--- config.mk ---
export PLATFORM = sky130hd
export DESIGN_NAME = sram_wb_multibank_ctrl
export DESIGN_NICKNAME = d
export VERILOG_FILES = /design/src/rtl/sram_wb_multibank_ctrl.sv
export SDC_FILE = /design/constraint.sdc
export NUM_CORES = 1
export LEC_CHECK = 0
export BUFFER_PORTS_ARGS = -buffer_cell sky130_fd_sc_hd__buf_2
export CAP_MARGIN = 20
export CORE_ASPECT_RATIO = 1.2
export CORE_UTILIZATION = 45
export DETAILED_ROUTE_END_ITERATION = 8
export GPL_TIMING_DRIVEN = 0
export PLACE_DENSITY = 0.77
export SKIP_LAST_GASP = 1
export SYNTH_ARGS = -nofsm -noshare
export SYNTH_HDL_FRONTEND = slang
export SYNTH_SLANG_ARGS = --single-unit
--- constraint.sdc ---
create_clock -name wb_clk_i -period 4.3 [get_ports wb_clk_i]
set_clock_uncertainty 0.1 [all_clocks]
set_input_delay 0 -clock wb_clk_i [delete_from_list [all_inputs] [get_ports wb_clk_i]]
set_output_delay 0 -clock wb_clk_i [all_outputs]
set_load 0.05 [all_outputs]
--- src/rtl/sram_wb_multibank_ctrl.sv ---
// Wishbone classic slave in front of NUM_BANKS dual-port SRAM macros: bank decode,
// byte-lane writes by read-modify-write, out-of-range error and registered read data.
module sram_wb_multibank_ctrl #(
  parameter int          DATA_WIDTH = 32,
  parameter int          ADDR_WIDTH = 10,
  parameter int          NUM_BANKS  = 2,
  parameter logic [31:0] BASE_ADDR  = 32'h3000_0000,
  parameter bit          ERR_EN     = 1'b1
) (
  input  logic                            wb_clk_i,
  input  logic                            wb_rst_i,
  input  logic                            wbs_stb_i,
  input  logic                            wbs_cyc_i,
  input  logic                            wbs_we_i,
  input  logic [DATA_WIDTH/8-1:0]         wbs_sel_i,
  input  logic [31:0]                     wbs_adr_i,
  input  logic [DATA_WIDTH-1:0]           wbs_dat_i,
  output logic                            wbs_ack_o,
  output logic                            wbs_err_o,
  output logic [DATA_WIDTH-1:0]           wbs_dat_o,
  output logic [NUM_BANKS-1:0]            sram_csb0_o,
  output logic [ADDR_WIDTH-1:0]           sram_addr0_o,
  output logic [DATA_WIDTH-1:0]           sram_din0_o,
  output logic [NUM_BANKS-1:0]            sram_csb1_o,
  output logic [ADDR_WIDTH-1:0]           sram_addr1_o,
  input  logic [NUM_BANKS*DATA_WIDTH-1:0] sram_dout1_i
);

  localparam int SEL_W     = DATA_WIDTH / 8;
  localparam int OFF_BITS  = (SEL_W > 1) ? $clog2(SEL_W) : 0;
  localparam int BANK_BITS = (NUM_BANKS > 1) ? $clog2(NUM_BANKS) : 0;
  localparam int BANK_W    = (BANK_BITS > 0) ? BANK_BITS : 1;
  localparam int SPAN_BITS = ADDR_WIDTH + BANK_BITS + OFF_BITS;

  typedef enum logic [1:0] {IDLE, RD, RMW, ACK} state_t;

  state_t                  state_reg;
  logic                    ack_reg;
  logic                    err_reg;
  logic [DATA_WIDTH-1:0]   dat_o_reg;
  logic [DATA_WIDTH-1:0]   dat_reg;
  logic [SEL_W-1:0]        sel_reg;
  logic [ADDR_WIDTH-1:0]   word_reg;
  logic [BANK_W-1:0]       bank_reg;

  logic                    req;
  logic                    in_range;
  logic                    sel_full;
  logic                    sel_none;
  logic [ADDR_WIDTH-1:0]   word_live;
  logic [BANK_W-1:0]       bank_live;
  logic [DATA_WIDTH-1:0]   bank_dout;
  logic [DATA_WIDTH-1:0]   merged;
  logic [NUM_BANKS-1:0]    csb0_next;
  logic [NUM_BANKS-1:0]    csb1_next;
  logic [ADDR_WIDTH-1:0]   addr0_next;
  logic [DATA_WIDTH-1:0]   din0_next;

  assign req       = wbs_cyc_i & wbs_stb_i;
  assign in_range  = (wbs_adr_i >> SPAN_BITS) == (BASE_ADDR >> SPAN_BITS);
  assign sel_full  = &wbs_sel_i;
  assign sel_none  = ~|wbs_sel_i;
  assign word_live = wbs_adr_i[OFF_BITS +: ADDR_WIDTH];

  generate
    if (BANK_BITS > 0) begin : g_bank_decode
      assign bank_live = wbs_adr_i[ADDR_WIDTH+OFF_BITS +: BANK_W];
    end else begin : g_single_bank
      assign bank_live = '0;
    end
  endgenerate

  assign bank_dout = sram_dout1_i[bank_reg*DATA_WIDTH +: DATA_WIDTH];

  // Unselected lanes keep whatever the macro returned for the old word.
  generate
    for (genvar gi = 0; gi < SEL_W; gi++) begin : g_lane_merge
      assign merged[gi*8 +: 8] = sel_reg[gi] ? dat_reg[gi*8 +: 8] : bank_dout[gi*8 +: 8];
    end
  endgenerate

  // Chip selects follow the live request in IDLE and the latched request in RMW.
  always_comb begin
    csb0_next  = '1;
    csb1_next  = '1;
    addr0_next = word_live;
    din0_next  = wbs_dat_i;
    if (!wb_rst_i) begin
      case (state_reg)
        IDLE: begin
          if (req && in_range) begin
            if (wbs_we_i && sel_full) begin
              csb0_next[bank_live] = 1'b0;
            end else if (!wbs_we_i || !sel_none) begin
              csb1_next[bank_live] = 1'b0;
            end
          end
        end
        RMW: begin
          addr0_next = word_reg;
          din0_next  = merged;
          if (wbs_cyc_i) begin
            csb0_next[bank_reg] = 1'b0;
          end
        end
        default: ;
      endcase
    end
  end

  always_ff @(posedge wb_clk_i or posedge wb_rst_i) begin
    if (wb_rst_i) begin
      state_reg <= IDLE;
      ack_reg   <= 1'b0;
      err_reg   <= 1'b0;
      dat_o_reg <= '0;
      dat_reg   <= '0;
      sel_reg   <= '0;
      word_reg  <= '0;
      bank_reg  <= '0;
    end else begin
      case (state_reg)
        IDLE: begin
          if (req) begin
            word_reg <= word_live;
            bank_reg <= bank_live;
            dat_reg  <= wbs_dat_i;
            sel_reg  <= wbs_sel_i;
            if (!in_range) begin
              dat_o_reg <= '0;
              ack_reg   <= ~ERR_EN;
              err_reg   <= ERR_EN;
              state_reg <= ACK;
            end else if (!wbs_we_i) begin
              state_reg <= RD;
            end else if (sel_full || sel_none) begin
              ack_reg   <= 1'b1;
              state_reg <= ACK;
            end else begin
              state_reg <= RMW;
            end
          end
        end
        RD: begin
          if (!wbs_cyc_i) begin
            state_reg <= IDLE;
          end else begin
            dat_o_reg <= bank_dout;
            ack_reg   <= 1'b1;
            state_reg <= ACK;
          end
        end
        RMW: begin
          if (!wbs_cyc_i) begin
            state_reg <= IDLE;
          end else begin
            ack_reg   <= 1'b1;
            state_reg <= ACK;
          end
        end
        ACK: begin
          ack_reg   <= 1'b0;
          err_reg   <= 1'b0;
          state_reg <= IDLE;
        end
        default: state_reg <= IDLE;
      endcase
    end
  end

  assign wbs_ack_o    = ack_reg;
  assign wbs_err_o    = err_reg;
  assign wbs_dat_o    = dat_o_reg;
  assign sram_csb0_o  = csb0_next;
  assign sram_addr0_o = addr0_next;
  assign sram_din0_o  = din0_next;
  assign sram_csb1_o  = csb1_next;
  assign sram_addr1_o = word_live;

endmodule

==> results.yml <==
route:
  drtIter0Drc: 279
  routed_wirelength_um: 15900
  num_vias: 4903
  drcViolationCount: 52
  ant_nets: 0
  drtPass1Iterations: 7
  viasPerCell: 5.39
  post_drt_wl_per_cell_um: 17.5
place:
  dp_hpwl_um: 10700
  gp_congestion: 0.845
  io_buffer_count: 223
  placed_cells: 820
setup_path:
  path_class: "in2out"
  cp.arrival_ns: 2.99
  cp-end-kind: "output pin"
  critPathMaxStageDelay_ns: 0.52
  crit_start: "wb_rst_i"
  critPathRequiredTime_ns: 4.20
  cp_cell_sequence: "dlygate4sd3_1 -> buf_2 -> inv_4 -> buf_12 -> nand2_1 -> clkbuf_1 -> clkbuf_1 -> nand2_1 -> o21ai_0 -> buf_2"
  r2r-start: "state_reg[0]"
  cp_max_fo: 47
  start_kind: "input port"
  slowest_stage: "dlygate4sd3_1"
global_routing:
  grt_pass1_wl_um: 25100
  antenna_found_initial: 0
  first_global_vias: 5353
  overflow: 0
  grt_max_degree: 48
  grt_use_total_pct: 28.4
power_and_ir_drop:
  p_per_area_nw_per_um2: 724
  leakage_uw: 0.00376
  vdd_drop_max_mv: 0.400
worst_hold_path:
  hold_path.class: "in2reg"
  hp-start: "sram_dout1_i[3]"
clock_network:
  numCtsBuffers: 9
  path_clk_slew_ns: 0.06
  cts_tree: "built"
  htreeDepth: 3
  clk_latency_ns: 0.33
  clockBufferDepth: 2
  cts_setup_buffers: 0
  root_buffer: "clkbuf_16"
  clkSinkCount: 83
timing:
  relSlewSlack_pct: 52.9
  setup_tns_ns: 0
  clock.fmax_ghz: 0.324
  slew_violations: 0
  rsz0062_at_grt: "no"
  hold_viol: 0
  worst_pin_slew_ns: 0.706
  fin_crit_ns: 3.09
  setup_viol: 0
  period_share_pct: 71.8
yosys:
  synth_edf_count: 0
  netlist.area_leader.share_pct: 42.0
  ys_seq_area_share_pct: 42.0
  synthCells: 467
  yosys.area.top_type: "dfrtp_1"
  netlist_area_um2: 4940
  ys_ff_latch: 83
  yosysWarnings: 0
  synth_ff_type: "dfrtp_1"
  synthTopCellsByArea: "dfrtp_1, mux2_2, mux2_4"
  syn_nets: 608
  ys_types: 39
  postSynthAreaPerCell_um2: 10.6
  synthArstFlopShare_pct: 100
die:
  die_h_um: 117
  initial_core_util_pct: 46.6
  num_rows: 41
  core_um2: 10600
  die_area_um2: 11400
  die_x_um: 97.7
  pin_count: 227
outcome:
  violations: "design-rule violations"
  outcome: "finished, violations left"
flow_run:
  cap_violations: 0
cells_and_area:
  drive_above_1_share_pct: 45.5
  area_delta_synth_final_pct: 48.5
  fin_cells: 910
  final_nets: 916
==> cell families (layout without fill, tap and decap cells) <==
family | after synthesis | count (layout) | synth area share, %
AO/OA/AOI/OAI | 80 | 80 | 8.98
adder cells (fa/ha/maj) | 4 | 4 | 1.01
buffers and inverters | 48 | 361 | 5.49
flip-flops | 83 | 83 | 42.0
multiplexers | 123 | 123 | 29.5
other | 0 | 1 | 0
AND/OR/NAND/NOR | 129 | 129 | 13.0
==> per-layer routing <==
layer / global-route usage, % / wire [um] / vias to the layer above
li1: - / - / 2248
met1: 29.9 / 6070 / 2341
met2: 52.2 / 8460 / 242
met3: 5.88 / 697 / 72
met4: 18.3 / 718 / 0
met5: 0 / 0 / -
==> worst paths after layout <==
kind | cells past startpoint | end | slack [ns]
worst max-delay path | 10 | sram_din0_o[14] | 1.21
worst min-delay path | 4 | wbs_dat_o[3] | 0.01
worst max register to register | 8 | wbs_err_o | 1.46
worst min register to register | 1 | wbs_dat_o[24] | 0.40
max in group asynchronous | 4 | dat_reg[20] | 3.25
min in group asynchronous | 3 | word_reg[5] | 0.23
==> worst max-delay path: cells and delay by family <==
family	cells	cell delay (ns)
AO/OA/AOI/OAI	1	0.16
buffers and inverters	7	2.47
AND/OR/NAND/NOR	2	0.33
==> synthesized netlist by cell type, drive strengths merged, types with 4 or more instances <==
cell    number
inv          5
a21oi       37
clkbuf      23
nor4         6
nor2b       34
mux2        91
o21ai       32
nand2       40
dfrtp       83
nor2        35
mux2i       32
ha           4
buf         20
==> metrics by stage <==
step	area (um2)	utilization, %	hold WS (ns)	total power, uW	worst slack [ns]
final	7340	69.2	0.0140	5320	1.21
after global routing	7340	69.1	0.0156	5600	0.961
after CTS	7340	69.1	0.000638	5300	1.28
after detailed placement	6240	58.8	0.0531	4250	1.85
after global placement	6220	58.6	0.149	4140	-0.208
after floorplan	4940	-	0.0506	3560	0.556
==> power breakdown <==
part	switching [uW]	internal (uW)	total, uW	leakage [uW]
clock	324	629	953	0.000173
combinational	1880	1120	3000	0.00255
sequential	205	1160	1370	0.00104
==> area by class of cell <==
type                       instances  area, um2
antenna                            1       2.50
buffer                            43        253
clock buffer                      10        229
clock inverter                     6        136
fill                             787       3280
inverter                           5       21.3
multi-input combinational        336       2600
sequential                        83       2080
tap                              129        161
timing repair buffer             297       1870
==> layout by cell type (no fill, tap or decap), drive strengths merged, types with 2 or more instances in the layout <==
master       count
nor2b           34
o21ai           32
ha               4
clkbuf          33
nand4            2
mux2            91
dfrtp           83
nand2           40
bufinv           4
nor4             6
a22oi            2
nor2            35
nor3             2
inv              6
mux2i           32
buf            244
dlygate4sd3     73
a21oi           37
==> timing repair <==
item | CTS | global route
resized for setup | 0 | 0
hold endpoints to repair | 107 | 0
hold buffers | 73 | 0
Power figures use the tool's default switching activity.
